==> config.mk <==
export PLATFORM = sky130hd
export DESIGN_NAME = jtkicker_vtgen_flat
export DESIGN_NICKNAME = d
export VERILOG_FILES = /design/src/rtl/jtkicker_vtgen_pkg.sv /design/src/rtl/jtkicker_vtgen_if.sv /design/src/rtl/jtkicker_vtgen_cnt.sv /design/src/rtl/jtkicker_vtgen.sv /design/src/flat_wrapper.sv
export SDC_FILE = /design/constraint.sdc
export NUM_CORES = 1
export LEC_CHECK = 0
export CAP_MARGIN = 10
export CORE_ASPECT_RATIO = 1.25
export CORE_MARGIN = 2
export CORE_UTILIZATION = 40
export CTS_BUF_LIST = sky130_fd_sc_hd__clkbuf_16
export CTS_CLUSTER_SIZE = 40
export DETAILED_ROUTE_END_ITERATION = 6
export GPL_TIMING_DRIVEN = 0
export MAX_ROUTING_LAYER = met4
export PLACE_DENSITY_LB_ADDON = 0.12
export SKIP_CTS_REPAIR_TIMING = 1
export SLEW_MARGIN = 30
export SYNTH_ARGS = -nofsm -noshare
export SYNTH_HDL_FRONTEND = slang
export SYNTH_SLANG_ARGS = --single-unit
==> constraint.sdc <==
create_clock -name clk -period 2.45 [get_ports clk]
set_input_delay 0.3675 -clock clk [delete_from_list [all_inputs] [get_ports clk]]
set_output_delay 0.3675 -clock clk [all_outputs]
set_load 0.03 [all_outputs]
==> src/rtl/jtkicker_vtgen_pkg.sv <==
// jtkicker_vtgen_pkg
// Shared timing constants for the video timing generator (384x264 total
// raster) and the inclusive, wrap-aware window test used for the blank and
// sync windows.
package jtkicker_vtgen_pkg;

  localparam int DEF_W        = 9;
  localparam int DEF_HCNT_END = 383;
  localparam int DEF_VCNT_END = 263;
  localparam int DEF_HB_START = 255;
  localparam int DEF_HB_END   = 383;
  localparam int DEF_HS_START = 300;
  localparam int DEF_HS_END   = 318;
  localparam int DEF_VB_START = 239;
  localparam int DEF_VB_END   = 15;
  localparam int DEF_VS_START = 254;
  localparam int DEF_VS_END   = 2;

  // Window [s,e] is inclusive. When s > e it wraps through 0, and when
  // s == e it is exactly one count wide.
  function automatic logic in_window(input int v, input int s, input int e);
    if (s <= e) return (v >= s) && (v <= e);
    else        return (v >= s) || (v <= e);
  endfunction

endpackage

==> src/rtl/jtkicker_vtgen_if.sv <==
// jtkicker_vtgen_if
// Bundles the timing generator's pixel-rate controls and its raster outputs.
//   master (generator side): in pxl_cen, flip, irq_line;
//                            out hdump, vdump, vrender, vdump_f, hinit,
//                                vinit, LHBL, LVBL, HS, VS, line_irq
//   slave  (consumer side): the mirror image.
// Handshake: there is no valid/ready pair. pxl_cen is a per-clock qualifier:
// the generator advances on a clk edge only when pxl_cen=1 and otherwise
// holds every output; line_irq is a single-clk strobe.
interface jtkicker_vtgen_if #(
  parameter int W = 9
);
  logic         pxl_cen;
  logic         flip;
  logic [W-1:0] irq_line;
  logic [W-1:0] hdump;
  logic [W-1:0] vdump;
  logic [W-1:0] vrender;
  logic [W-1:0] vdump_f;
  logic         hinit;
  logic         vinit;
  logic         LHBL;
  logic         LVBL;
  logic         HS;
  logic         VS;
  logic         line_irq;

  modport master (
    input  pxl_cen, flip, irq_line,
    output hdump, vdump, vrender, vdump_f, hinit, vinit,
           LHBL, LVBL, HS, VS, line_irq
  );

  modport slave (
    output pxl_cen, flip, irq_line,
    input  hdump, vdump, vrender, vdump_f, hinit, vinit,
           LHBL, LVBL, HS, VS, line_irq
  );
endinterface

==> src/rtl/jtkicker_vtgen_cnt.sv <==
// jtkicker_vtgen_cnt
// One wrapping counter 0..END_VAL, used for both the horizontal and the
// vertical raster position.
//   clk, rst_n : clock, asynchronous active-low reset
//   i_cen      : advance enable
//   o_cnt      : current count
//   o_nxt      : value the count takes on the next clk edge
//   o_end      : count is at END_VAL
module jtkicker_vtgen_cnt #(
  parameter int W       = 9,
  parameter int END_VAL = 383
) (
  input  logic         clk,
  input  logic         rst_n,
  input  logic         i_cen,
  output logic [W-1:0] o_cnt,
  output logic [W-1:0] o_nxt,
  output logic         o_end
);
  localparam logic [W-1:0] END_W = END_VAL[W-1:0];
  localparam logic [W-1:0] ONE_W = {{(W-1){1'b0}}, 1'b1};

  logic [W-1:0] r_cnt;

  assign o_end = (r_cnt == END_W);
  assign o_cnt = r_cnt;

  always_comb begin
    o_nxt = r_cnt;
    if (i_cen) o_nxt = o_end ? '0 : r_cnt + ONE_W;
  end

  always_ff @(posedge clk or negedge rst_n) begin
    if (!rst_n) r_cnt <= '0;
    else        r_cnt <= o_nxt;
  end
endmodule

==> src/rtl/jtkicker_vtgen.sv <==
// jtkicker_vtgen
// Video timing generator: horizontal/vertical raster counters, blanking and
// sync strobes, next-line render index, flip-adjusted line number and an
// optional programmable line interrupt.
//   clk, rst_n : clock, asynchronous active-low reset
//   vt         : jtkicker_vtgen_if.master (pxl_cen, flip, irq_line in;
//                raster position and strobes out)
// Optional feature: define JTKICKER_VTGEN_LINEIRQ_EN to build the irq_line
// shadow register and the line_irq pulse; otherwise line_irq is tied low.
module jtkicker_vtgen
  import jtkicker_vtgen_pkg::*;
#(
  parameter int W        = DEF_W,
  parameter int HCNT_END = DEF_HCNT_END,
  parameter int VCNT_END = DEF_VCNT_END,
  parameter int HB_START = DEF_HB_START,
  parameter int HB_END   = DEF_HB_END,
  parameter int HS_START = DEF_HS_START,
  parameter int HS_END   = DEF_HS_END,
  parameter int VB_START = DEF_VB_START,
  parameter int VB_END   = DEF_VB_END,
  parameter int VS_START = DEF_VS_START,
  parameter int VS_END   = DEF_VS_END
) (
  input  logic                   clk,
  input  logic                   rst_n,
  jtkicker_vtgen_if.master       vt
);
  localparam logic [W-1:0] ONE_W  = {{(W-1){1'b0}}, 1'b1};
  localparam logic [W-1:0] VEND_W = VCNT_END[W-1:0];
  localparam logic [W-1:0] HS_W   = HS_START[W-1:0];

  logic [W-1:0] w_h_cnt, w_h_nxt, w_v_cnt, w_v_nxt;
  logic         w_h_end, w_v_end, w_v_cen;
  logic [W-1:0] r_vrender;
  logic         r_lhbl, r_lvbl, r_hs, r_vs;

  // The vertical counter steps once per line, on the horizontal wrap.
  assign w_v_cen = vt.pxl_cen & w_h_end;

  jtkicker_vtgen_cnt #(.W(W), .END_VAL(HCNT_END)) u_hcnt (
    .clk   (clk),
    .rst_n (rst_n),
    .i_cen (vt.pxl_cen),
    .o_cnt (w_h_cnt),
    .o_nxt (w_h_nxt),
    .o_end (w_h_end)
  );

  jtkicker_vtgen_cnt #(.W(W), .END_VAL(VCNT_END)) u_vcnt (
    .clk   (clk),
    .rst_n (rst_n),
    .i_cen (w_v_cen),
    .o_cnt (w_v_cnt),
    .o_nxt (w_v_nxt),
    .o_end (w_v_end)
  );

  always_ff @(posedge clk or negedge rst_n) begin
    if (!rst_n) begin
      r_vrender <= ONE_W;
    end else if (w_v_cen) begin
      r_vrender <= (w_v_nxt == VEND_W) ? '0 : w_v_nxt + ONE_W;
    end
  end

  // Strobes are registered from the counters' next values so that each
  // strobe lines up with the count it describes.
  always_ff @(posedge clk or negedge rst_n) begin
    if (!rst_n) begin
      r_lhbl <= 1'b0;
      r_lvbl <= 1'b0;
      r_hs   <= 1'b0;
      r_vs   <= 1'b0;
    end else if (vt.pxl_cen) begin
      r_lhbl <= ~in_window(32'(w_h_nxt), HB_START, HB_END);
      r_lvbl <= ~in_window(32'(w_v_nxt), VB_START, VB_END);
      r_hs   <=  in_window(32'(w_h_nxt), HS_START, HS_END);
      // VS only re-evaluates as the line enters horizontal sync.
      if (w_h_nxt == HS_W) r_vs <= in_window(32'(w_v_nxt), VS_START, VS_END);
    end
  end

  assign vt.hdump   = w_h_cnt;
  assign vt.vdump   = w_v_cnt;
  assign vt.vrender = r_vrender;
  assign vt.vdump_f = vt.flip ? ~w_v_cnt : w_v_cnt;
  assign vt.hinit   = w_h_end;
  assign vt.vinit   = w_h_end & w_v_end;
  assign vt.LHBL    = r_lhbl;
  assign vt.LVBL    = r_lvbl;
  assign vt.HS      = r_hs;
  assign vt.VS      = r_vs;

`ifdef JTKICKER_VTGEN_LINEIRQ_EN
  localparam logic [W-1:0] HB_W = HB_START[W-1:0];

  logic [W-1:0] r_shadow;
  logic         r_line_irq;

  // irq_line is latched only at the frame boundary, so writes made during a
  // frame apply to the following frame. A shadow beyond VCNT_END never
  // matches vdump and therefore never fires. The strobe lasts a single clk.
  always_ff @(posedge clk or negedge rst_n) begin
    if (!rst_n) begin
      r_shadow   <= '0;
      r_line_irq <= 1'b0;
    end else begin
      r_line_irq <= vt.pxl_cen && (w_h_nxt == HB_W) && (w_v_nxt == r_shadow);
      if (vt.pxl_cen && w_h_end && w_v_end) r_shadow <= vt.irq_line;
    end
  end

  assign vt.line_irq = r_line_irq;
`else
  logic w_unused_irq_line;
  assign w_unused_irq_line = ^vt.irq_line;
  assign vt.line_irq       = 1'b0;
`endif

endmodule

==> src/flat_wrapper.sv <==
// flat-port wrapper written by rule: the top's interface ports become plain ports
module jtkicker_vtgen_flat import jtkicker_vtgen_pkg::*;
#(
  parameter int W        = DEF_W,
  parameter int HCNT_END = DEF_HCNT_END,
  parameter int VCNT_END = DEF_VCNT_END,
  parameter int HB_START = DEF_HB_START,
  parameter int HB_END   = DEF_HB_END,
  parameter int HS_START = DEF_HS_START,
  parameter int HS_END   = DEF_HS_END,
  parameter int VB_START = DEF_VB_START,
  parameter int VB_END   = DEF_VB_END,
  parameter int VS_START = DEF_VS_START,
  parameter int VS_END   = DEF_VS_END
)
  (clk, rst_n, vt_pxl_cen, vt_flip, vt_irq_line, vt_hdump, vt_vdump, vt_vrender, vt_vdump_f, vt_hinit, vt_vinit, vt_LHBL, vt_LVBL, vt_HS, vt_VS, vt_line_irq);
  jtkicker_vtgen_if #(.W(W)) vt_i ();
  input  logic clk;
  input  logic rst_n;
  input wire logic [$bits(vt_i.pxl_cen)-1:0] vt_pxl_cen;
  input wire logic [$bits(vt_i.flip)-1:0] vt_flip;
  input wire logic [$bits(vt_i.irq_line)-1:0] vt_irq_line;
  output wire logic [$bits(vt_i.hdump)-1:0] vt_hdump;
  output wire logic [$bits(vt_i.vdump)-1:0] vt_vdump;
  output wire logic [$bits(vt_i.vrender)-1:0] vt_vrender;
  output wire logic [$bits(vt_i.vdump_f)-1:0] vt_vdump_f;
  output wire logic [$bits(vt_i.hinit)-1:0] vt_hinit;
  output wire logic [$bits(vt_i.vinit)-1:0] vt_vinit;
  output wire logic [$bits(vt_i.LHBL)-1:0] vt_LHBL;
  output wire logic [$bits(vt_i.LVBL)-1:0] vt_LVBL;
  output wire logic [$bits(vt_i.HS)-1:0] vt_HS;
  output wire logic [$bits(vt_i.VS)-1:0] vt_VS;
  output wire logic [$bits(vt_i.line_irq)-1:0] vt_line_irq;
  assign vt_i.pxl_cen = vt_pxl_cen;
  assign vt_i.flip = vt_flip;
  assign vt_i.irq_line = vt_irq_line;
  assign vt_hdump = vt_i.hdump;
  assign vt_vdump = vt_i.vdump;
  assign vt_vrender = vt_i.vrender;
  assign vt_vdump_f = vt_i.vdump_f;
  assign vt_hinit = vt_i.hinit;
  assign vt_vinit = vt_i.vinit;
  assign vt_LHBL = vt_i.LHBL;
  assign vt_LVBL = vt_i.LVBL;
  assign vt_HS = vt_i.HS;
  assign vt_VS = vt_i.VS;
  assign vt_line_irq = vt_i.line_irq;
  jtkicker_vtgen #(.W(W), .HCNT_END(HCNT_END), .VCNT_END(VCNT_END), .HB_START(HB_START), .HB_END(HB_END), .HS_START(HS_START), .HS_END(HS_END), .VB_START(VB_START), .VB_END(VB_END), .VS_START(VS_START), .VS_END(VS_END)) u_core (.clk(clk), .rst_n(rst_n), .vt(vt_i));
endmodule
==> flow_metrics.py <==
metrics = {
    "routing": {
        "antenna_left": 0,
        "wirelength_um": 5860,
        "vias_per_cell": 5.62,
        "drtIter0Drc": 126,
        "num_vias": 1951,
        "wire_per_inst_um": 16.9,
        "first_pass_iters": 4,
        "drc": 0,
    },
    "clock_network": {
        "clk_path_buf_depth": 2,
        "numCtsBuffers": 5,
        "cts.sinks": 31,
        "cts_root_buf": "clkbuf_16",
        "clk_latency_ps": 280,
        "cts_tree": "built",
        "cts.clk_slew.worst_paths_ps": 50,
        "htree_levels": 2,
    },
    "synth": {
        "ys_seq_elements": 31,
        "muxShareOfSynthArea_pct": 1.08,
        "yosysTopAreaCell": "dfrtp_1",
        "synth-compound-area-share_pct": 15.4,
        "synthArstFlopShare_pct": 100,
        "syn_inst": 215,
        "synth-adder-area-share_pct": 2.53,
        "ys.flop_type": "dfrtp_1",
        "ys_types": 51,
        "avgSynthCellArea_um2": 9.19,
        "synth_top_family_by_area": "simple AND/OR/NAND/NOR gates",
        "yosysSeqAreaShare_pct": 39.3,
        "synth_edf_count": 0,
        "synth_area_mm2": 0.00198,
        "synth_top_area_share_pct": 38.0,
        "synth_xor_area_share_pct": 11.1,
        "synth-simple-area-share_pct": 22.2,
        "synth.area.top_cells": "dfrtp_1, xnor2_1, xor2_1",
        "synth_nets": 232,
        "ys.warnings.count": 0,
    },
    "sta": {
        "clock-skew-final_ps": 7.13,
        "fin_crit_ps": 2500,
        "tightest_slew_ps": 538,
        "setup_violations": 4,
        "fmax_mhz": 399,
        "setup_tns_ps": -184,
        "hold_violations": 0,
        "max_slew_margin_pct": 64.1,
        "fin_ws_ps": -54.3,
        "fin_crit_sh_pct": 102,
        "drv_slew": 0,
        "rsz0062_at_grt": "yes",
    },
    "placement": {
        "dp_slack_ps": -460,
        "dpl_cell_area_mm2": 0.00261,
        "io_buffers": 44,
        "gp_congestion": 0.878,
        "dp_hpwl_um": 3950,
    },
    "global_routing": {
        "grt_pass1_wl_um": 8720,
        "grtUsageMet3_pct": 4.07,
        "busiest_layer": "met2",
        "grt_pass1_vias": 1815,
        "grt_use_met1_pct": 23.7,
        "grt.overflow.total": 0,
        "grtUsageTotal_pct": 21.7,
        "antenna_found_initial": 0,
        "grtUsageMet2_pct": 38.4,
        "grt_max_degree": 17,
    },
    "pwr": {
        "power_density_mw_per_mm2": 607,
        "peakVddDrop_mv": 0.319,
        "total_leakage_power_nw": 1.37,
        "report.power.total_mw": 1.95,
    },
    "status": {
        "failed_checks": "setup timing",
        "status": "complete, but fails checks",
    },
    "worst_setup_path": {
        "cp.arrival_ps": 2670,
        "start_kind": "flip-flop",
        "slowest_stage": "or4_4",
        "r2r_cells": 8,
        "rr_endpoint": "u_core.vt.VS$_DFFE_PN0P_",
        "crit_chain": "ha_4 -> buf_4 -> nand3_4 -> or4b_4 -> a21boi_4 -> o2111ai_4 -> or4_4 -> o31a_1",
        "r2r_setup_slack_ps": -50,
        "critical_path_class": "reg -> reg",
        "crit_required_ps": 2620,
        "cp_max_fo": 5,
        "r2r_start": "u_core.u_hcnt.o_cnt[0]$_DFF_PN0_",
        "path_buf_inv": 1,
        "crit_path_end_kind": "flip-flop",
        "cpPeakStageDelay_ps": 500,
        "cp_top_family": "simple AND/OR/NAND/NOR gates",
    },
    "worst_hold_path": {
        "hold_class": "in -> async",
    },
    "floorplan": {
        "die_height_um": 82.6,
        "num_rows": 28,
        "die_x_um": 66.9,
        "die-area_mm2": 0.00552,
        "ioPinCount": 56,
        "core_mm2": 0.00476,
        "initial_core_util_pct": 41.5,
    },
    "final_layout": {
        "drive_gt1_share_pct": 31.7,
        "final_area_mm2": 0.00322,
        "nets": 303,
        "diodes": 0,
        "final_common_cell": "clkdlybuf4s50_1",
        "final_cell_mix": "clkdlybuf4s50_1, buf_4, dfrtp_1",
        "syn2layout_area_growth_pct": 62.8,
    },
    "job": {
        "max-cap-violations": 0,
    },
}
==> synthesized netlist by cell type, types with 3 or more instances <==
cell	instances
and3_1	3
a21oi_1	3
xnor2_1	13
nand4_1	11
o21ai_0	12
inv_1	19
xor2_1	12
nor2_1	10
o31a_1	3
o31ai_1	5
nor4_1	8
clkbuf_1	6
nor3_1	5
and4_1	4
ha_1	4
nand3_1	8
nand2_1	16
dfrtp_1	30
o41ai_1	4
==> layer usage <==
metal | part of all wire [%] | vias up
li1 | - | 930
met1 | 40 | 968
met2 | 55 | 43
met3 | 2.8 | 10
met4 | 1.9 | 0
met5 | 0 | -
==> worst max-delay path by stage <==
stage                                                 from                          endpoint  slack, ps  depth (start not counted)
after detailed placement                        vt_pxl_cen  u_core.vt.vrender[4]$_DFFE_PN0N_       -460                          8
after global placement                          vt_pxl_cen  u_core.vt.vrender[4]$_DFFE_PN0N_       -500                          8
after CTS                 u_core.u_vcnt.o_cnt[4]$_DFF_PN0_                          vt_vinit       -270                          4
final                     u_core.u_hcnt.o_cnt[0]$_DFF_PN0_          u_core.vt.VS$_DFFE_PN0P_        -50                          8
after global routing      u_core.u_vcnt.o_cnt[2]$_DFF_PN0_  u_core.vt.vrender[8]$_DFFE_PN0N_       -150                          9
after floorplan           u_core.u_hcnt.o_cnt[0]$_DFF_PN0_          u_core.vt.VS$_DFFE_PN0P_          6                          8
==> cell families (layout without fill, tap and decap cells) <==
group	Yosys count	in the layout
xor gates and xnor gates	25	25
adders and majority gates	4	4
buffers and inverters	32	104
muxes	2	2
AOI/OAI and AO/OA	43	43
DFF	31	31
and+or+nand+nor	77	77
other	1	1
==> registers in the layout, indices dropped and copies added, names as in the netlist <==
signal / cells
u_core.vt.LHBL: 1
u_core.vt.VS: 1
u_core.vt.vrender: 9
u_core.u_hcnt.o_cnt: 9
u_core.vt.LVBL: 1
u_core.u_vcnt.o_cnt: 9
u_core.vt.HS: 1
==> through the flow <==
stage	cells	util, %	hold WS (ps)
4_1_cts	328	58.2	34.2
3_5_place_dp	320	54.8	326
5_1_grt	347	67.5	44.6
3_3_place_gp	319	54.3	468
6_report	347	67.5	17.3
2_1_floorplan	215	-	71.9
==> where the power goes <==
part	total [mW]	internal (mW)	switching (mW)	leakage, nW
Sequential	0.673	0.575	0.0982	0.388
Combinational	0.590	0.251	0.339	0.893
Clock	0.689	0.471	0.217	0.0864
Total	1.95	1.30	0.654	1.37
==> cell type report <==
| cell class | count | area, um2 |
|---|---|---|
| Fill cell | 392 | 1550 |
| Inverter | 19 | 71.3 |
| Multi-Input combinational cell | 152 | 1390 |
| Buffer | 11 | 105 |
| Timing Repair Buffer | 66 | 628 |
| Clock inverter | 3 | 37.5 |
| Clock buffer | 5 | 125 |
| Tap cell | 60 | 75.1 |
| Sequential cell | 31 | 788 |
(Power assumes the default switching activity.)
